<file path="src/rtl/caliptra_axil_apb_bridge.sv">
// AXI4-Lite slave to APB master bridge with round-robin read/write arbitration.
// One transaction in flight; APB PREADY timeout returns DECERR instead of stalling AXI.
module caliptra_axil_apb_bridge #(
  parameter int unsigned APB_ADDR_W = 40,
  parameter int unsigned DATA_W     = 32,
  parameter int unsigned TIMEOUT    = 1024
) (
  input  logic                    core_clk,
  input  logic                    S_AXI_ARESETN,
  input  logic                    S_AXI_AWVALID,
  output logic                    S_AXI_AWREADY,
  input  logic [31:0]             S_AXI_AWADDR,
  input  logic [2:0]              S_AXI_AWPROT,
  input  logic                    S_AXI_WVALID,
  output logic                    S_AXI_WREADY,
  input  logic [DATA_W-1:0]       S_AXI_WDATA,
  input  logic [DATA_W/8-1:0]     S_AXI_WSTRB,
  output logic                    S_AXI_BVALID,
  input  logic                    S_AXI_BREADY,
  output logic [1:0]              S_AXI_BRESP,
  input  logic                    S_AXI_ARVALID,
  output logic                    S_AXI_ARREADY,
  input  logic [31:0]             S_AXI_ARADDR,
  input  logic [2:0]              S_AXI_ARPROT,
  output logic                    S_AXI_RVALID,
  input  logic                    S_AXI_RREADY,
  output logic [DATA_W-1:0]       S_AXI_RDATA,
  output logic [1:0]              S_AXI_RRESP,
  output logic                    m_apb_psel,
  output logic                    m_apb_penable,
  output logic                    m_apb_pwrite,
  output logic [APB_ADDR_W-1:0]   m_apb_paddr,
  output logic [2:0]              m_apb_pprot,
  output logic [DATA_W-1:0]       m_apb_pwdata,
  output logic [DATA_W/8-1:0]     m_apb_pstrb,
  input  logic [DATA_W-1:0]       m_apb_prdata,
  input  logic                    m_apb_pready,
  input  logic                    m_apb_pslverr
);

  localparam int unsigned CNT_W = $clog2(TIMEOUT + 1);

  localparam logic [1:0] StIdle   = 2'd0;
  localparam logic [1:0] StSetup  = 2'd1;
  localparam logic [1:0] StAccess = 2'd2;
  localparam logic [1:0] StResp   = 2'd3;

  logic [1:0]          state_q, state_d;
  logic                last_wr_q, last_wr_d;
  logic                wr_rdy_q, wr_rdy_d;
  logic                rd_rdy_q, rd_rdy_d;
  logic                dir_wr_q, dir_wr_d;
  logic [31:0]         addr_q, addr_d;
  logic [2:0]          prot_q, prot_d;
  logic [DATA_W-1:0]   wdata_q, wdata_d;
  logic [DATA_W/8-1:0] strb_q, strb_d;
  logic [1:0]          resp_q, resp_d;
  logic [DATA_W-1:0]   rdata_q, rdata_d;
  logic [CNT_W-1:0]    cnt_q, cnt_d;

  logic wr_elig, rd_elig, pick_wr, pick_rd, wr_hs, rd_hs, resp_hs;

  assign wr_elig = S_AXI_AWVALID & S_AXI_WVALID;
  assign rd_elig = S_AXI_ARVALID;
  // On contention, serve the direction not served last.
  assign pick_wr = wr_elig & (~rd_elig | ~last_wr_q);
  assign pick_rd = rd_elig & ~pick_wr;
  assign wr_hs   = wr_rdy_q & wr_elig;
  assign rd_hs   = rd_rdy_q & rd_elig;
  assign resp_hs = (state_q == StResp) & (dir_wr_q ? S_AXI_BREADY : S_AXI_RREADY);

  always_comb begin
    state_d   = state_q;
    last_wr_d = last_wr_q;
    wr_rdy_d  = 1'b0;
    rd_rdy_d  = 1'b0;
    dir_wr_d  = dir_wr_q;
    addr_d    = addr_q;
    prot_d    = prot_q;
    wdata_d   = wdata_q;
    strb_d    = strb_q;
    resp_d    = resp_q;
    rdata_d   = rdata_q;
    cnt_d     = cnt_q;
    case (state_q)
      StIdle: begin
        if (wr_hs) begin
          dir_wr_d  = 1'b1;
          last_wr_d = 1'b1;
          addr_d    = S_AXI_AWADDR;
          prot_d    = S_AXI_AWPROT;
          wdata_d   = S_AXI_WDATA;
          strb_d    = S_AXI_WSTRB;
          cnt_d     = '0;
          state_d   = StSetup;
        end else if (rd_hs) begin
          dir_wr_d  = 1'b0;
          last_wr_d = 1'b0;
          addr_d    = S_AXI_ARADDR;
          prot_d    = S_AXI_ARPROT;
          wdata_d   = '0;
          strb_d    = '0;
          cnt_d     = '0;
          state_d   = StSetup;
        end else if (!wr_rdy_q && !rd_rdy_q) begin
          // READY is registered: raise it one cycle, the handshake lands on the next edge.
          wr_rdy_d = pick_wr;
          rd_rdy_d = pick_rd;
        end
      end
      StSetup: state_d = StAccess;
      StAccess: begin
        if (m_apb_pready) begin
          resp_d  = m_apb_pslverr ? 2'b10 : 2'b00;
          rdata_d = dir_wr_q ? '0 : m_apb_prdata;
          state_d = StResp;
        end else begin
          cnt_d = cnt_q + 1'b1;
          if (cnt_d == CNT_W'(TIMEOUT)) begin
            resp_d  = 2'b11;
            rdata_d = '0;
            state_d = StResp;
          end
        end
      end
      StResp: begin
        if (resp_hs) begin
          resp_d  = 2'b00;
          rdata_d = '0;
          state_d = StIdle;
          // Pre-arm READY so a waiting request is accepted the cycle after the handshake.
          wr_rdy_d = pick_wr;
          rd_rdy_d = pick_rd;
        end
      end
      default: state_d = StIdle;
    endcase
  end

  always_ff @(posedge core_clk or negedge S_AXI_ARESETN) begin
    if (!S_AXI_ARESETN) begin
      state_q   <= StIdle;
      last_wr_q <= 1'b0;
      wr_rdy_q  <= 1'b0;
      rd_rdy_q  <= 1'b0;
      dir_wr_q  <= 1'b0;
      addr_q    <= '0;
      prot_q    <= '0;
      wdata_q   <= '0;
      strb_q    <= '0;
      resp_q    <= '0;
      rdata_q   <= '0;
      cnt_q     <= '0;
    end else begin
      state_q   <= state_d;
      last_wr_q <= last_wr_d;
      wr_rdy_q  <= wr_rdy_d;
      rd_rdy_q  <= rd_rdy_d;
      dir_wr_q  <= dir_wr_d;
      addr_q    <= addr_d;
      prot_q    <= prot_d;
      wdata_q   <= wdata_d;
      strb_q    <= strb_d;
      resp_q    <= resp_d;
      rdata_q   <= rdata_d;
      cnt_q     <= cnt_d;
    end
  end

  assign S_AXI_AWREADY = wr_rdy_q;
  assign S_AXI_WREADY  = wr_rdy_q;
  assign S_AXI_ARREADY = rd_rdy_q;
  assign S_AXI_BVALID  = (state_q == StResp) & dir_wr_q;
  assign S_AXI_RVALID  = (state_q == StResp) & ~dir_wr_q;
  assign S_AXI_BRESP   = resp_q;
  assign S_AXI_RRESP   = resp_q;
  assign S_AXI_RDATA   = rdata_q;

  assign m_apb_psel    = (state_q == StSetup) | (state_q == StAccess);
  assign m_apb_penable = (state_q == StAccess);
  assign m_apb_pwrite  = dir_wr_q;
  assign m_apb_paddr   = {{(APB_ADDR_W - 32){1'b0}}, addr_q};
  assign m_apb_pprot   = prot_q;
  assign m_apb_pwdata  = wdata_q;
  assign m_apb_pstrb   = strb_q;

endmodule

</file>
<file path="config.mk">
export PLATFORM = sky130hd
export DESIGN_NAME = caliptra_axil_apb_bridge
export DESIGN_NICKNAME = d
export VERILOG_FILES = /design/src/rtl/caliptra_axil_apb_bridge.sv
export SDC_FILE = /design/constraint.sdc
export NUM_CORES = 1
export LEC_CHECK = 0
export ABC_AREA = 1
export CORE_ASPECT_RATIO = 1.75
export CORE_UTILIZATION = 43
export CTS_BUF_LIST = sky130_fd_sc_hd__clkbuf_8
export CTS_CLUSTER_DIAMETER = 150
export DETAILED_ROUTE_END_ITERATION = 10
export PLACE_DENSITY = 0.82
export SYNTH_ARGS = -nofsm -noshare
export SYNTH_HDL_FRONTEND = slang
export SYNTH_SLANG_ARGS = --single-unit
</file>
<file path="constraint.sdc">
create_clock -name core_clk -period 1.9 [get_ports core_clk]
set_input_delay 0.475 -clock core_clk [delete_from_list [all_inputs] [get_ports core_clk]]
set_output_delay 0.475 -clock core_clk [all_outputs]
set_load 0.01 [all_outputs]
</file>
==> results.txt <==
The count of nets left with antenna violations once routing finished came out at 0. The post-synthesis area per instance works out to 7.98 µm². By startpoint and endpoint, the worst setup path is classified as reg -> reg. Detailed placement finished with a half-perimeter wire length of 13000 µm.

Required time of the critical path: 2.21 ns. The most repeated library cell on the critical path was nand2_2. For this run, the slowest stage of the critical path takes 0.40 ns. The run gives 0.003 ns as the register-to-register setup slack.

The worst path meets setup with 0.00310 ns of slack. The layout overhead on the synthesized area is 62.0%, and the finished layout cell area is 9340 µm². Prior to clock tree synthesis, the placed netlist has a worst setup slack of -0.109 ns. Across the run, the number of max-cap violations was 0. The maximum net fanout on the critical path came out at 9.

In this run the deepest clock path goes through 2 buffers. The slowest cell on the critical path was dfrtp_1. The flow ran to the end, and the final reports show no timing, DRC or antenna violations.

The critical path starts at cnt_q[1]. The run gives 527 MHz as the top achievable clock speed. The cell family with the largest share of critical-path delay is simple AND/OR/NAND/NOR gates. The number of buffers and inverters on the critical path is 1, and the post-synthesis sequential element count is 121. The total cell area at the placement stage is 8700 µm².

The die is 155 µm tall. The core region is 13000 µm². For the core occupancy in the finished layout, the log shows 0.718. Leaving out fill and tap cells, the most frequent cell in the layout is clkdlybuf4s50_1. The run gives 0.876 as the final weighted congestion in routability-driven placement.

For the initial antenna violation count, the log shows 0. The sequential cell area fraction in the yosys report is 0.525, and the number of nets in the layout is 1153. The die span in x works out to 89.5 µm. The routed layout has 5863 vias.

Between clock sinks in the finished design, the worst skew comes to 0.0112 ns. The total wire length is 18200 µm, and the ratio of cells with drive above 1 in the final layout is 0.110. The endpoint of the worst setup timing path is S_AXI_RDATA[24]. Global routing finished with a remaining overflow of 0. After detailed placement, the design holds a cell count of 1142. The clock reaches the later pin of the worst-skew pair after 0.42 ns. The tools report the post-detailed-route DRC marker count as 0. Power spread over the standard cell area amounts to 1470 nW/µm².

The tools report the filler-free cell count of the finished design as 1184. The number of port buffers was 261. Counting the buffers created by CTS gives 17. The analysis attributes to cell leakage a power of 4.51 nW. The tools report the number of global-route vias before repair as 5780. The critical path depth in cells is 13, and the die outline area is 13900 µm². The startpoint identified for the worst register-to-register timing path is cnt_q[1]. The clock period minus worst slack came out at 1.90 ns. Type of the tightest min-delay check: reg -> reg. Yosys printed 0 warnings. Vias per cell: 4.95.

The endpoint of the lowest-slack register-to-register path is S_AXI_RDATA[24]. The signal on the critical path passes through ha_4 > nand2_2 > nor2_4 > nand2_2 > nand2_2 > nand3_1 > nor2_1 > nand3_1 > nand2_2 > nand2_4 > clkbuf_16 > nand2_1 > nand2_1. Dividing the detail-routed wire length by the instance count gives 15.4 µm. The tools report the root cell of the clock tree as clkbuf_8.

Setup repair after global routing could not meet its margin everywhere. The cell count after synthesis came out at 722. The run gives 271 as the violation count after the first detailed-route iteration.

Across all hold checks on the routed design, the worst slack comes to 0.473 ns. The site row count was 55. TritonCTS built the clock tree. CTS saw 121 sinks. Setup violations remaining at the end of the flow were counted as 0.

The tools report the depth of the CTS H-tree as 4. For the number of hold violations in the final report, the log shows 0. The depth of the most critical reg-to-reg path was 13. The tools report the initial core utilization as 0.443. The run gives 0.264 as the overall fraction of global-route tracks in use. The worst setup path is captured at a flip-flop.

For the final number of max-transition violations, the log shows 0. The tools report the largest net degree at the start of global routing as 72. The worst-case IR drop observed on VDD is 0.000797 V.

The post-route fraction of the period consumed by the critical path was 0.998; the worst path arrival time was 2.21 ns. The first-pass GRT wire length was 27700 µm; the cell area after synthesis was 5760 µm². Leaving out fill and tap cells, the most frequent cells in the layout are 251 x clkdlybuf4s50_1, 216 x nand2_1, 119 x dfrtp_1. Critical path startpoint category: a flip-flop. The number of top-level pins is 270.

The clock-pin transition on the worst setup and hold timing paths was 0.07 ns; the distinct cell type count after synthesis was 28. The antenna diode count is 0, and the total iterations of the first detailed-routing run is 4.
-- logic make-up after synthesis --
logic type	synth area share
buffers and inverters	0.0901
other	0.000651
DFF	0.525
adders and majority gates	0.00868
and+or+nand+nor	0.283
AOI/OAI and AO/OA	0.0922
-- area by class of cell --
class,instances,area [µm²]
clock buffers,18,248
clock inverters,12,153
fillers,1012,3670
inverters,56,210
multi-input cells,499,2330
flip-flops and latches,121,3030
well taps,171,214
repair buffers,307,3150
-- worst min path at each step --
stage                               start               end  slack, ns  cells after the start
after floorplan             S_AXI_ARESETN     S_AXI_ARREADY       0.18                      0
after global placement      S_AXI_ARESETN  m_apb_pwdata[18]       0.38                      1
after detailed placement    S_AXI_ARESETN  m_apb_pwdata[18]       0.39                      1
after CTS                   S_AXI_ARESETN  m_apb_pwdata[23]       0.46                      2
after global routing        S_AXI_ARESETN  m_apb_pwdata[30]       0.50                      2
final                     S_AXI_RDATA[21]   S_AXI_RDATA[21]       0.47                      2
-- sequential cells by signal, summed over array words and instances (netlist names) --
| register | count |
|---|---|
| state_q | 2 |
| S_AXI_AWREADY | 1 |
| m_apb_pstrb | 4 |
| m_apb_pwdata | 32 |
| S_AXI_RDATA | 32 |
| S_AXI_ARREADY | 1 |
| S_AXI_BRESP | 2 |
| m_apb_pwrite | 1 |
| m_apb_pprot | 3 |
| cnt_q | 11 |
| addr_q | 32 |
-- layer usage --
layer / share of wire / wire length, µm / global-route usage
met1: 0.35 / 6380 / 0.265
met2: 0.55 / 10000 / 0.481
met3: 0.053 / 974 / 0.0589
met4: 0.047 / 854 / 0.156
met5: 0 / 0 / 0
-- what timing repair did --
action / CTS / global route
buffers inserted: 7 / 1
setup endpoints to repair: 10 / 46
hold buffers: 1 / 0
gates cloned: 0 / 3
hold endpoints to repair: 17 / 0
pin swaps: 0 / 8
gates resized for setup: 21 / 30
-- through the flow --
stage / TNS (ns) / total power [mW]
2_1_floorplan: 0 / 7.18
3_3_place_gp: -1.72 / 10.8
3_5_place_dp: -4.81 / 10.9
4_1_cts: 0 / 13.4
5_1_grt: -3.24 / 14.5
6_report: 0 / 13.7
-- Yosys cell counts --
cell type,n,share of area
dfrtp_1,121,0.53
a21oi_1,3,0.0026
inv_2,2,0.0013
conb_1,1,0.00065
nor2_2,2,0.0022
nand2_2,2,0.0022
a32o_1,1,0.0017
o21ai_0,45,0.039
nand3_1,81,0.070
nor2_4,1,0.0020
nand2_1,223,0.15
buf_6,1,0.0020
buf_1,1,0.00065
clkbuf_1,23,0.015
o21bai_1,2,0.0026
o211ai_1,1,0.0013
o22ai_1,4,0.0043
ha_1,4,0.0087
a31oi_1,35,0.038
buf_8,2,0.0052
or2_1,1,0.0011
buf_2,12,0.010
buf_4,13,0.017
o31ai_1,2,0.0026
nand3_2,5,0.0087
nor2_1,79,0.051
inv_1,54,0.035
buf_12,1,0.0035
-- tightest hold or removal path, stage by stage (launching register included) --
cell,delay (ns)
dfrtp_1,0.34
nand2_1,0.05
nand2_1,0.05
-- where the power goes --
group	leakage, nW	internal (mW)	total, mW	switching, mW
sequential	1.58	3.72	4.40	0.672
clock	0.192	1.31	2.35	1.03
combinational	2.74	3.57	6.95	3.38
No activity file was read; power rests on OpenSTA's default activity.
